**config.mk**
```make
export PLATFORM = sky130hd
export DESIGN_NAME = ram_step_ctrl
export DESIGN_NICKNAME = d
export VERILOG_FILES = /design/src/rtl/ram_step_ctrl.sv
export SDC_FILE = /design/constraint.sdc
export NUM_CORES = 1
export LEC_CHECK = 0
export ABC_AREA = 1
export CORE_ASPECT_RATIO = 2
export CORE_MARGIN = 1
export CORE_UTILIZATION = 48
export CTS_CLUSTER_DIAMETER = 50
export DETAILED_ROUTE_END_ITERATION = 6
export PLACE_DENSITY = 0.76
export SYNTH_ARGS = -nofsm -noshare
export SYNTH_HDL_FRONTEND = slang
export SYNTH_SLANG_ARGS = --single-unit
```
**constraint.sdc**
```tcl
create_clock -name clk_100M -period 2 [get_ports clk_100M]
set_clock_uncertainty 0.15 [all_clocks]
set_input_delay 0.4 -clock clk_100M [delete_from_list [all_inputs] [get_ports clk_100M]]
set_output_delay 0.4 -clock clk_100M [all_outputs]
set_load 0.01 [all_outputs]
```
**src/rtl/ram_step_ctrl.sv**
```systemverilog
// Single-step RAM access controller: a debounced button press issues one
// write or read cycle; the captured byte is held for the display.
module ram_step_ctrl #(
  parameter int DEB_CYCLES = 1_000_000,
  parameter int RD_LAT     = 1,
  parameter int AW         = 8,
  parameter int DW         = 8
) (
  input  logic          clk_100M,
  input  logic          rst,
  input  logic          btn_step_n,
  input  logic [AW-1:0] sw_addr_n,
  input  logic [DW-1:0] sw_data_n,
  input  logic          sw_wr_n,
  input  logic          sw_inc_n,
  output logic [AW-1:0] ram_addr,
  output logic [DW-1:0] ram_din,
  output logic          ram_we,
  input  logic [DW-1:0] ram_q,
  output logic [DW-1:0] disp_data,
  output logic          busy
);

  localparam int CW = $clog2(DEB_CYCLES + 1);
  localparam int LW = $clog2(RD_LAT + 2);

  typedef enum logic [1:0] {
    IDLE,
    WR,
    RD,
    HOLD
  } state_t;

  state_t state, next;

  logic [1:0]    btn_sync;
  logic [1:0]    wr_sync;
  logic [1:0]    inc_sync;
  logic          btn_q;
  logic          deb;
  logic          step;
  logic [CW-1:0] deb_cnt;
  logic          wr_now;
  logic          inc_now;
  logic          op_inc;
  logic          armed;
  logic [AW-1:0] ctr;
  logic [AW-1:0] sel_addr;
  logic [LW-1:0] lat_cnt;

  // Synchronizers idle at the released / read / no-increment levels
  always_ff @(posedge clk_100M or posedge rst) begin
    if (rst) begin
      btn_sync <= 2'b11;
      wr_sync  <= 2'b11;
      inc_sync <= 2'b11;
    end else begin
      btn_sync <= {btn_sync[0], btn_step_n};
      wr_sync  <= {wr_sync[0], sw_wr_n};
      inc_sync <= {inc_sync[0], sw_inc_n};
    end
  end

  assign wr_now  = ~wr_sync[1];
  assign inc_now = ~inc_sync[1];

  // deb holds the accepted level (1 = released); step fires on accepted press
  always_ff @(posedge clk_100M or posedge rst) begin
    if (rst) begin
      btn_q   <= 1'b1;
      deb     <= 1'b1;
      deb_cnt <= '0;
      step    <= 1'b0;
    end else begin
      btn_q <= btn_sync[1];
      step  <= 1'b0;
      if (btn_sync[1] != btn_q) begin
        deb_cnt <= '0;
      end else if (deb_cnt != CW'(DEB_CYCLES - 1)) begin
        deb_cnt <= deb_cnt + 1'b1;
      end else begin
        deb  <= btn_q;
        step <= deb & ~btn_q;
      end
    end
  end

  always_ff @(posedge clk_100M or posedge rst) begin
    if (rst) state <= IDLE;
    else     state <= next;
  end

  always_comb begin
    next = state;
    unique case (state)
      IDLE: if (step) next = wr_now ? WR : RD;
      WR:   next = HOLD;
      RD:   if (lat_cnt == LW'(RD_LAT)) next = HOLD;
      HOLD: next = IDLE;
    endcase
  end

  always_comb begin
    ram_we = (state == WR);
    busy   = (state != IDLE);
  end

  assign sel_addr = (inc_now && armed) ? ctr : ~sw_addr_n;

  always_ff @(posedge clk_100M or posedge rst) begin
    if (rst) begin
      ram_addr  <= '0;
      ram_din   <= '0;
      disp_data <= '0;
      op_inc    <= 1'b0;
      armed     <= 1'b0;
      ctr       <= '0;
      lat_cnt   <= '0;
    end else begin
      if (!inc_now) armed <= 1'b0;
      unique case (state)
        IDLE: begin
          if (step) begin
            ram_addr <= sel_addr;
            op_inc   <= inc_now;
            lat_cnt  <= '0;
            if (wr_now)  ram_din <= ~sw_data_n;
            if (inc_now) armed   <= 1'b1;
          end
        end
        WR: disp_data <= ram_din;
        RD: begin
          lat_cnt <= lat_cnt + 1'b1;
          if (lat_cnt == LW'(RD_LAT)) disp_data <= ram_q;
        end
        HOLD: if (op_inc) ctr <= ram_addr + 1'b1;
      endcase
    end
  end

endmodule
```
==> metrics.md <==
| Metric | Value |
|---|---|
| Startpoint types | flip-flop |
| Fill count | 577 |
| Max Clock Freq | 0.524 GHz |
| Pwr/cell area | 725 nW/um2 |
| Endpoints failing setup | 0 |
| Starting Density | 0.498 |
| Root Buffer | clkbuf_16 |
| RR Endpoint | disp_data[3] |
| Remaining Overflow, GRT | 0 |
| Antenna diodes | 0 |
| Slew @ Worst Pin | 0.527 ns |
| Num Clock Sinks | 67 |
| Avg Vias per Cell | 5.12 |
| Worst reg2reg path depth | 7 |
| Tmin final | 1.91 ns |
| Cell count after synthesis | 398 |
| Clock buffer count from CTS | 9 |
| Final setup margin | 0.0925 ns |
| Hpwl dp | 5470 um |
| Top cell type's share of synthesized area | 0.444 |
| Reg-to-reg startpoint | state[0] |
| Routed Antenna Nets | 0 |
| Worst Path Required | 1.45 ns |
| Outcome | complete, no violations |
| Final std cell area, no fill | 4320 um2 |
| Wire length of the first global-routing pass | 12200 um |
| Worst vdd ir | 0.591 mV |
| Lkg Pwr | 1.98 nW |
| Worst Path Max Fanout | 2 |
| Antenna violations before repair | 0 |
| Final hold vios | 0 |
| Worst hold path class | reg -> reg |
| IO buf count | 54 |
| Synth area leaders | dfrtp_1 44%, nand2_1 11%, dfstp_2 6.3% |
| Max-cap check violation count | 0 |
| Die Span Y | 120 um |
| Worst Path Arrival | 1.36 ns |
| Most frequent cells in the layout | 93 x nand2_1, 59 x dfrtp_1, 53 x nor2_1 |
| Period utilisation layout | 0.954 |
| Max clock buf depth | 2 |
| TritonCTS clock tree | built |
| WL/cell | 13.2 um |
| Flop and latch count out of synthesis | 67 |
| Vias in the first global route | 2917 |
| Largest net degree at the start of global routing | 33 |
| Total number of vias | 2839 |
| Clk_lat worst skew | 0.33 ns |
| Commonest non-fill, non-tap cell in the layout | nand2_1 |
| Clock slew at reported path FFs | 0.05 ns |
| Initial DRC Count | 125 |
| Post-synthesis sequential area ratio | 0.507 |
| WS Path Type | reg -> out |
| Tot Pwr | 3.13 mW |
| Std-Cell Rows | 42 |
| Area growth syn-to-layout | 29.8% |
| Worst hold endpoint | btn_sync[1] |
| Core area | 6670 um2 |
| Worst hold start | btn_sync[0] |
| Post-CTS Hold Buffers | 0 |
| DIE AREA | 7280 um2 |
| RSZ-0062 raised after global routing | false |
| Area of the mapped netlist | 3320 um2 |
| Setup crit end kind | primary output |
| Hold Path Depth | 0 |
| Die Wd | 60.8 um |
| Netlist cell types | 33 |
| Setup_tns | 0 ns |
| GRT Total Usage | 0.229 |
| DR DRC count | 0 |
| Max-slew violations | 0 |
| Final nets | 498 |
| Routability cong. | 0.913 |
| Top Ports | 55 |
| Yosys warns | 0 |
| Htree depth | 3 |
| Slew margin rel. | 0.648 |
| R2R Setup Slk | 0.29 ns |
| DRT Wirelength | 7320 um |
| Dpl ws | 0.144 ns |
| Layout cells sized above 1 | 0.137 |
| Post-synth top area cell | dfrtp_1 |
| Placed cell area | 4000 um2 |
| Mapped Avg Cell Area | 8.35 um2 |
| Syn_nets | 435 |
| Initial DRT Pass Iterations | 4 |
synth_stat cells, drive strengths merged:
cell	number
nand2	101
nor2	64
dfrtp	59
inv	33
nand3	31
a21oi	27
o21ai	23
a31oi	9
dfstp	8
ha	8
or2	7
buf	6
xor2	6
nand4	5
nor3	4
clkbuf	3
a22o	1
and2	1
o22ai	1
xnor2	1
per-layer routing:
metal	track usage	wire length (um)
met5	0	0
met4	0.129	316
met3	0.0636	207
met2	0.410	4080
met1	0.222	2710
worst max-delay path, cell delays in order, from the launching register on:
cell and delay (ns):
dfrtp_1 0.39, buf_4 0.15, ha_1 0.21, dlygate4sd2_1 0.29
report_power, final:
group	total [mW]	leakage (nW)	switching, mW	internal, mW
sequential	1.39	0.781	0.0120	1.38
clock	1.62	0.153	0.550	1.06
combinational	0.127	1.04	0.0588	0.0677
total	3.13	1.98	0.621	2.51
how the worst max path moves through the flow:
stage	start	end	slack (ns)	depth (start not counted)
2_1_floorplan	state[0]	ram_addr[2]	0.47	7
3_3_place_gp	state[0]	busy	0.19	4
3_5_place_dp	state[0]	busy	0.14	4
4_1_cts	state[1]	busy	0.05	4
5_1_grt	state[1]	busy	0.03	4
6_report	state[0]	ram_we	0.09	3
what timing repair did:
action / CTS / global route
gates cloned: 0 / 0
setup buffers: 1 / 0
setup endpoints to repair: 2 / 1
gates resized for setup: 2 / 3
flip-flops by register name (all words and copies together) (netlist names):
name,cells
armed,1
btn_q,1
btn_sync,2
ctr,8
deb,1
deb_cnt,20
disp_data,8
inc_sync,2
lat_cnt,2
op_inc,1
ram_addr,8
ram_din,8
state,2
step,1
wr_sync,2
final cells by class:
type,count,area [um2],share of cell area
flip-flops and latches,67,1690,0.391
multi-input cells,289,1470,0.340
repair buffers,61,616,0.143
clock buffers,14,274,0.0635
inverters,33,128,0.0296
well taps,88,110,0.0255
clock inverters,2,35.0,0.00812
per-stage QoR:
step	utilization	hold slack, ns	std cells
2_1_floorplan	-	0.195	398
3_3_place_gp	0.599	0.196	537
3_5_place_dp	0.599	0.197	537
4_1_cts	0.646	0.204	554
5_1_grt	0.647	0.209	554
6_report	0.647	0.204	554
kinds of logic (layout without fill, tap and decap cells):
logic type                 Yosys count  count (layout)  share of synthesized area
and+or+nand+nor                    213             213                      0.294
DFF                                 67              67                      0.507
AOI/OAI and AO/OA                   61              61                     0.0979
buffers and inverters               42             110                     0.0523
adders and majority gates            8               8                     0.0301
xor gates and xnor gates             7               7                     0.0184
Power figures use the tool's default switching activity.
